### src/rtl/keypad_scanner.sv
// keypad_scanner: scans a 4x4 active-low matrix keypad, debounces the row
// returns and emits one keystrobe plus a 4-bit keycode per accepted press.
// Optional build macro KEYPAD_REPEAT_EN adds auto-repeat of the held key.
module keypad_scanner #(
   parameter int SCAN_DIV        = 1000,
   parameter int DEBOUNCE_CYCLES = 20000,
   parameter int REPEAT_DELAY    = 5000000,
   parameter int REPEAT_PERIOD   = 1000000
) (
   input  logic       clk,
   input  logic       resetn,
   input  logic [3:0] row_n,
   output logic [3:0] col_n,
   output logic       keystrobe,
   output logic [3:0] keycode,
   output logic       key_held
);

   // Reject parameter values the timing scheme cannot support.
   if (SCAN_DIV < 4) begin : g_chk_scan_div
      $error("keypad_scanner: SCAN_DIV must be at least 4");
   end
   if (DEBOUNCE_CYCLES < 2) begin : g_chk_debounce
      $error("keypad_scanner: DEBOUNCE_CYCLES must be at least 2");
   end
   if ((REPEAT_DELAY < 2) || (REPEAT_PERIOD < 2)) begin : g_chk_repeat
      $error("keypad_scanner: repeat intervals must be at least 2");
   end

   localparam int DIV_W = $clog2(SCAN_DIV);
   localparam int DB_W  = $clog2(DEBOUNCE_CYCLES);
   localparam logic [DIV_W-1:0] DIV_LAST = DIV_W'(SCAN_DIV - 1);
   localparam logic [DB_W-1:0]  DB_LAST  = DB_W'(DEBOUNCE_CYCLES - 1);

   typedef enum logic [1:0] {
      ST_SCAN       = 2'd0,
      ST_PRESS_DB   = 2'd1,
      ST_HELD       = 2'd2,
      ST_RELEASE_DB = 2'd3
   } state_t;

   state_t           state_r;
   logic [3:0]       row_meta_r;
   logic [3:0]       row_sync_r;
   logic [1:0]       col_idx_r;
   logic [1:0]       cap_row_r;
   logic [DIV_W-1:0] div_cnt_r;
   logic [DB_W-1:0]  db_cnt_r;

`ifdef KEYPAD_REPEAT_EN
   localparam int RP_MAX = (REPEAT_DELAY > REPEAT_PERIOD) ? REPEAT_DELAY : REPEAT_PERIOD;
   localparam int RP_W   = $clog2(RP_MAX);
   localparam logic [RP_W-1:0] DELAY_LAST  = RP_W'(REPEAT_DELAY - 1);
   localparam logic [RP_W-1:0] PERIOD_LAST = RP_W'(REPEAT_PERIOD - 1);
   logic [RP_W-1:0] rep_cnt_r;
   logic            rep_first_r;
`endif

   // Lowest-index active (low) row; caller guarantees at least one is low.
   function automatic logic [1:0] low_row(input logic [3:0] rows);
      logic [1:0] idx;
      if (rows[0] == 1'b0) begin
         idx = 2'd0;
      end else if (rows[1] == 1'b0) begin
         idx = 2'd1;
      end else if (rows[2] == 1'b0) begin
         idx = 2'd2;
      end else begin
         idx = 2'd3;
      end
      return idx;
   endfunction

   // One-hot active-low column drive for a column index.
   function automatic logic [3:0] col_drive(input logic [1:0] idx);
      logic [3:0] drv;
      case (idx)
         2'd0:    drv = 4'b1110;
         2'd1:    drv = 4'b1101;
         2'd2:    drv = 4'b1011;
         2'd3:    drv = 4'b0111;
         default: drv = 4'b1111;
      endcase
      return drv;
   endfunction

   // Keycode for a row/column position, as the downstream decoder expects.
   function automatic logic [3:0] key_map(input logic [1:0] row, input logic [1:0] col);
      logic [3:0] code;
      case ({row, col})
         4'b00_00: code = 4'd1;
         4'b00_01: code = 4'd2;
         4'b00_10: code = 4'd3;
         4'b00_11: code = 4'd15;
         4'b01_00: code = 4'd4;
         4'b01_01: code = 4'd5;
         4'b01_10: code = 4'd6;
         4'b01_11: code = 4'd14;
         4'b10_00: code = 4'd7;
         4'b10_01: code = 4'd8;
         4'b10_10: code = 4'd9;
         4'b10_11: code = 4'd13;
         4'b11_00: code = 4'd10;
         4'b11_01: code = 4'd0;
         4'b11_10: code = 4'd11;
         4'b11_11: code = 4'd12;
         default:  code = 4'd0;
      endcase
      return code;
   endfunction

   // Two-flop synchroniser for the asynchronous row returns.
   always_ff @(posedge clk) begin
      if (!resetn) begin
         row_meta_r <= 4'hF;
         row_sync_r <= 4'hF;
      end else begin
         row_meta_r <= row_n;
         row_sync_r <= row_meta_r;
      end
   end

   // Scan / debounce state machine with registered outputs.
   always_ff @(posedge clk) begin
      if (!resetn) begin
         state_r     <= ST_SCAN;
         col_idx_r   <= 2'd0;
         col_n       <= 4'b1110;
         cap_row_r   <= 2'd0;
         div_cnt_r   <= '0;
         db_cnt_r    <= '0;
         keystrobe   <= 1'b0;
         keycode     <= 4'd0;
         key_held    <= 1'b0;
`ifdef KEYPAD_REPEAT_EN
         rep_cnt_r   <= '0;
         rep_first_r <= 1'b1;
`endif
      end else begin
         keystrobe <= 1'b0;
         case (state_r)
            ST_SCAN: begin
               if (div_cnt_r == DIV_LAST) begin
                  div_cnt_r <= '0;
                  if (row_sync_r != 4'hF) begin
                     // The sample cycle is the first low cycle of the debounce.
                     cap_row_r <= low_row(row_sync_r);
                     db_cnt_r  <= DB_W'(1);
                     state_r   <= ST_PRESS_DB;
                  end else begin
                     col_idx_r <= col_idx_r + 2'd1;
                     col_n     <= col_drive(col_idx_r + 2'd1);
                  end
               end else begin
                  div_cnt_r <= div_cnt_r + DIV_W'(1);
               end
            end
            ST_PRESS_DB: begin
               if (row_sync_r[cap_row_r] == 1'b0) begin
                  if (db_cnt_r == DB_LAST) begin
                     keycode   <= key_map(cap_row_r, col_idx_r);
                     keystrobe <= 1'b1;
                     key_held  <= 1'b1;
                     state_r   <= ST_HELD;
`ifdef KEYPAD_REPEAT_EN
                     rep_cnt_r   <= '0;
                     rep_first_r <= 1'b1;
`endif
                  end else begin
                     db_cnt_r <= db_cnt_r + DB_W'(1);
                  end
               end else begin
                  // Bounce: give up on this key and move on to the next column.
                  state_r   <= ST_SCAN;
                  div_cnt_r <= '0;
                  col_idx_r <= col_idx_r + 2'd1;
                  col_n     <= col_drive(col_idx_r + 2'd1);
               end
            end
            ST_HELD: begin
               if (row_sync_r == 4'hF) begin
                  // The cycle that sees all rows high counts toward release.
                  db_cnt_r <= DB_W'(1);
                  state_r  <= ST_RELEASE_DB;
               end else begin
`ifdef KEYPAD_REPEAT_EN
                  if (rep_cnt_r == (rep_first_r ? DELAY_LAST : PERIOD_LAST)) begin
                     keystrobe   <= 1'b1;
                     rep_cnt_r   <= '0;
                     rep_first_r <= 1'b0;
                  end else begin
                     rep_cnt_r <= rep_cnt_r + RP_W'(1);
                  end
`else
                  state_r <= ST_HELD;
`endif
               end
            end
            ST_RELEASE_DB: begin
               if (row_sync_r == 4'hF) begin
                  if (db_cnt_r == DB_LAST) begin
                     key_held  <= 1'b0;
                     state_r   <= ST_SCAN;
                     div_cnt_r <= '0;
                     col_idx_r <= col_idx_r + 2'd1;
                     col_n     <= col_drive(col_idx_r + 2'd1);
                  end else begin
                     db_cnt_r <= db_cnt_r + DB_W'(1);
                  end
               end else begin
                  state_r <= ST_HELD;
`ifdef KEYPAD_REPEAT_EN
                  rep_cnt_r   <= '0;
                  rep_first_r <= 1'b0;
`endif
               end
            end
            default: begin
               state_r <= ST_SCAN;
            end
         endcase
      end
   end

endmodule

### config.mk
export PLATFORM = sky130hd
export DESIGN_NAME = keypad_scanner
export DESIGN_NICKNAME = d
export VERILOG_FILES = /design/src/rtl/keypad_scanner.sv
export SDC_FILE = /design/constraint.sdc
export NUM_CORES = 1
export LEC_CHECK = 0
export ABC_AREA = 0
export CORE_ASPECT_RATIO = 1.4
export CORE_MARGIN = 4
export CORE_UTILIZATION = 51
export DETAILED_ROUTE_END_ITERATION = 8
export PLACE_DENSITY_LB_ADDON = 0.08
export SYNTH_ARGS = -nofsm -noshare
export SYNTH_HDL_FRONTEND = slang
export SYNTH_SLANG_ARGS = --single-unit
### constraint.sdc
create_clock -name clk -period 2.3 [get_ports clk]
set_input_delay 0.23 -clock clk [delete_from_list [all_inputs] [get_ports clk]]
set_output_delay 0.23 -clock clk [all_outputs]
set_load 0.02 [all_outputs]
==> flow_metrics.tcl <==
set metrics [dict create \
    status "complete, no violations" \
    synthArstFlopShare 0 \
    setup_viol 0 \
    cp.arrival_ns 2.32 \
    ys_types 50 \
    first_iter_violations 146 \
    power.density_nw_per_um2 536 \
    io-pin-count 16 \
    nets 327 \
    route.detailed.drc 0 \
    syn_area_um2 2480 \
    synth_warnings 0 \
    period_share 0.926 \
    antenna_found_initial 0 \
    firstDrtPassIters 4 \
    placed_area_um2 2750 \
    areaGrowthSynthToFinish_pct 15.6 \
    die_w_um 66.9 \
    dpl.hpwl_um 3800 \
    fin_tns_setup_ns 0 \
    p_leak_nw 1.16 \
    place_congestion 0.870 \
    critPathRequiredTime_ns 2.49 \
    clock_path_buffers 2 \
    rsz0062_at_grt "false" \
    worst-setup-path-type "reg2reg" \
    worst_pin_slew_ns 0.452 \
    mostFrequentLayoutCells "dfxtp_1, nand2_1, o21ai_0" \
    avgRoutedWirePerCell_um 13.8 \
    clock-sinks 49 \
    cts_made_buffers 5 \
    tritoncts "done" \
    synth_ff_type "dfxtp_1" \
    grt_usage 0.193 \
    avgSynthCellArea_um2 8.55 \
    slew-limit-headroom 0.698 \
    n_antenna_cell 0 \
    slew_viol_final 0 \
    end_kind "register" \
    path_max_fanout 10 \
    layout_commonest_cell "dfxtp_1" \
    timing.fmax_mhz 470 \
    initial_utilization 0.538 \
    synth_edf_count 0 \
    syn_inst 290 \
    final_area_um2 2870 \
    wirelength_um 5170 \
    vias_per_cell 5.78 \
    max_cap_violations 0 \
    cts_root_buf "clkbuf_8" \
    synthesis.nets 305 \
    grt_first_pass_wirelength_um 9440 \
    insertion_delay_ns 0.30 \
    via_count 2168 \
    die_area_um2 6060 \
    finalHoldViolations 0 \
    ir_drop_mv 0.325 \
    io_buffers 15 \
    detail-route-antenna-nets 0 \
    grt_max_degree 35 \
    grt_overflow 0 \
    synth-seq-area-share 0.396 \
    skew_ns 0.00831 \
    hold_path.class "reg2reg" \
    grt_pass1_vias 2100 \
    startpoint_type "register" \
    path_clk_slew_ns 0.09 \
    ys_ff_latch 49 \
    final_layout_size_suffix_gt1_frac 0.128 \
    core_um2 4610 \
    fin_crit_ns 2.13 \
    die_y_um 90.5 \
    rows 29 \
    h-tree-depth 2 \
]
-- cell families (layout without fill, tap and decap cells) --
kind of cell               Yosys count  after routing  synth area share
and+or+nand+nor                    117            117             0.249
AOI/OAI and AO/OA                   75             75             0.202
DFF                                 49             49             0.396
buffers and inverters               27             50            0.0474
muxes                               13             13            0.0605
adders and majority gates            9              9            0.0454
-- Yosys cell counts, types with 2 or more instances --
cell type	instances	area share
nand3_1	13	0.026
mux2_2	6	0.027
nor2b_1	2	0.0050
a21oi_1	11	0.022
ha_1	9	0.045
o211ai_1	5	0.015
nand2b_1	14	0.035
a211oi_1	2	0.0061
o22ai_1	2	0.0050
nand4_1	6	0.015
and4_1	3	0.011
a311o_1	2	0.0081
or2_2	2	0.0050
and3_1	7	0.018
o21a_1	3	0.0091
dfxtp_1	49	0.40
clkbuf_1	10	0.015
nand2_1	33	0.050
inv_1	10	0.015
a211o_1	2	0.0071
o211a_1	2	0.0081
a31oi_1	12	0.030
o21ai_0	19	0.038
mux2i_1	6	0.024
nor3_1	8	0.016
nor4_1	3	0.0076
a41oi_1	2	0.0071
nor3b_1	3	0.0091
o31ai_1	4	0.012
buf_2	4	0.0081
nor2_1	17	0.026
-- power breakdown --
part | switching [mW] | leakage [nW] | internal [mW]
registers | 0.00754 | 0.397 | 0.858
logic | 0.0308 | 0.703 | 0.0257
clock network | 0.288 | 0.0543 | 0.325
-- registers in the layout, indices dropped and copies added, names as in the netlist --
| signal | cells |
|---|---|
| db_cnt_r | 15 |
| div_cnt_r | 10 |
| col_n | 4 |
| keycode | 4 |
| row_meta_r | 4 |
| row_sync_r | 4 |
| cap_row_r | 2 |
| col_idx_r | 2 |
| state_r | 2 |
| key_held | 1 |
| keystrobe | 1 |
-- metrics by stage --
| stage | std cells | hold slack (ns) | utilization | power (mW) | setup WS (ns) |
|---|---|---|---|---|---|
| finish | 375 | 0.413 | 0.622 | 1.54 | 0.171 |
| global route | 375 | 0.444 | 0.622 | 1.60 | 0.0243 |
| CTS | 375 | 0.416 | 0.622 | 1.56 | 0.156 |
| detailed placement | 367 | 0.393 | 0.597 | 0.942 | 0.173 |
| global placement | 367 | 0.388 | 0.597 | 0.942 | 0.234 |
| floorplan | 290 | 0.331 | - | 0.920 | 0.237 |
-- per-layer routing --
metal / track usage / routed length (µm) / part of all wire
met2: 0.330 / 2520 / 0.49
met1: 0.239 / 2410 / 0.47
met4: 0.0660 / 89 / 0.017
met3: 0.0311 / 147 / 0.028
met5: 0 / 0 / 0
-- repair_timing --
item | 4_1_cts | 5_1_grt
buffers inserted | 0 | 0
hold buffers | 0 | 0
gates resized for setup | 0 | 1
endpoints found under the setup margin | 0 | 2
endpoints found under the hold margin | 0 | 0
-- critical path: stages (launching register included) --
cell     delay (ns)
dfxtp_1        0.41
ha_1           0.24
and4_1         0.29
nand4_1        0.25
and3_2         0.38
and3_1         0.19
a211o_1        0.27
-- final timing paths --
kind / from / end / slack [ns] / cells past startpoint
setup / recovery: db_cnt_r[0] / db_cnt_r[12] / 0.17 / 6
hold / removal: row_meta_r[0] / row_sync_r[0] / 0.41 / 1
setup reg to reg: db_cnt_r[0] / db_cnt_r[12] / 0.17 / 6
hold reg to reg: row_meta_r[0] / row_sync_r[0] / 0.41 / 1
-- cell type report --
| type | count | area (µm²) |
|---|---|---|
| fill | 417 | 1740 |
| sequential | 49 | 981 |
| tap | 62 | 77.6 |
| timing repair buffer | 31 | 270 |
| clock buffer | 5 | 68.8 |
| inverter | 11 | 41.3 |
| clock inverter | 3 | 46.3 |
| multi-input combinational | 214 | 1380 |
Note: power is estimated with default switching activity, not from simulation.
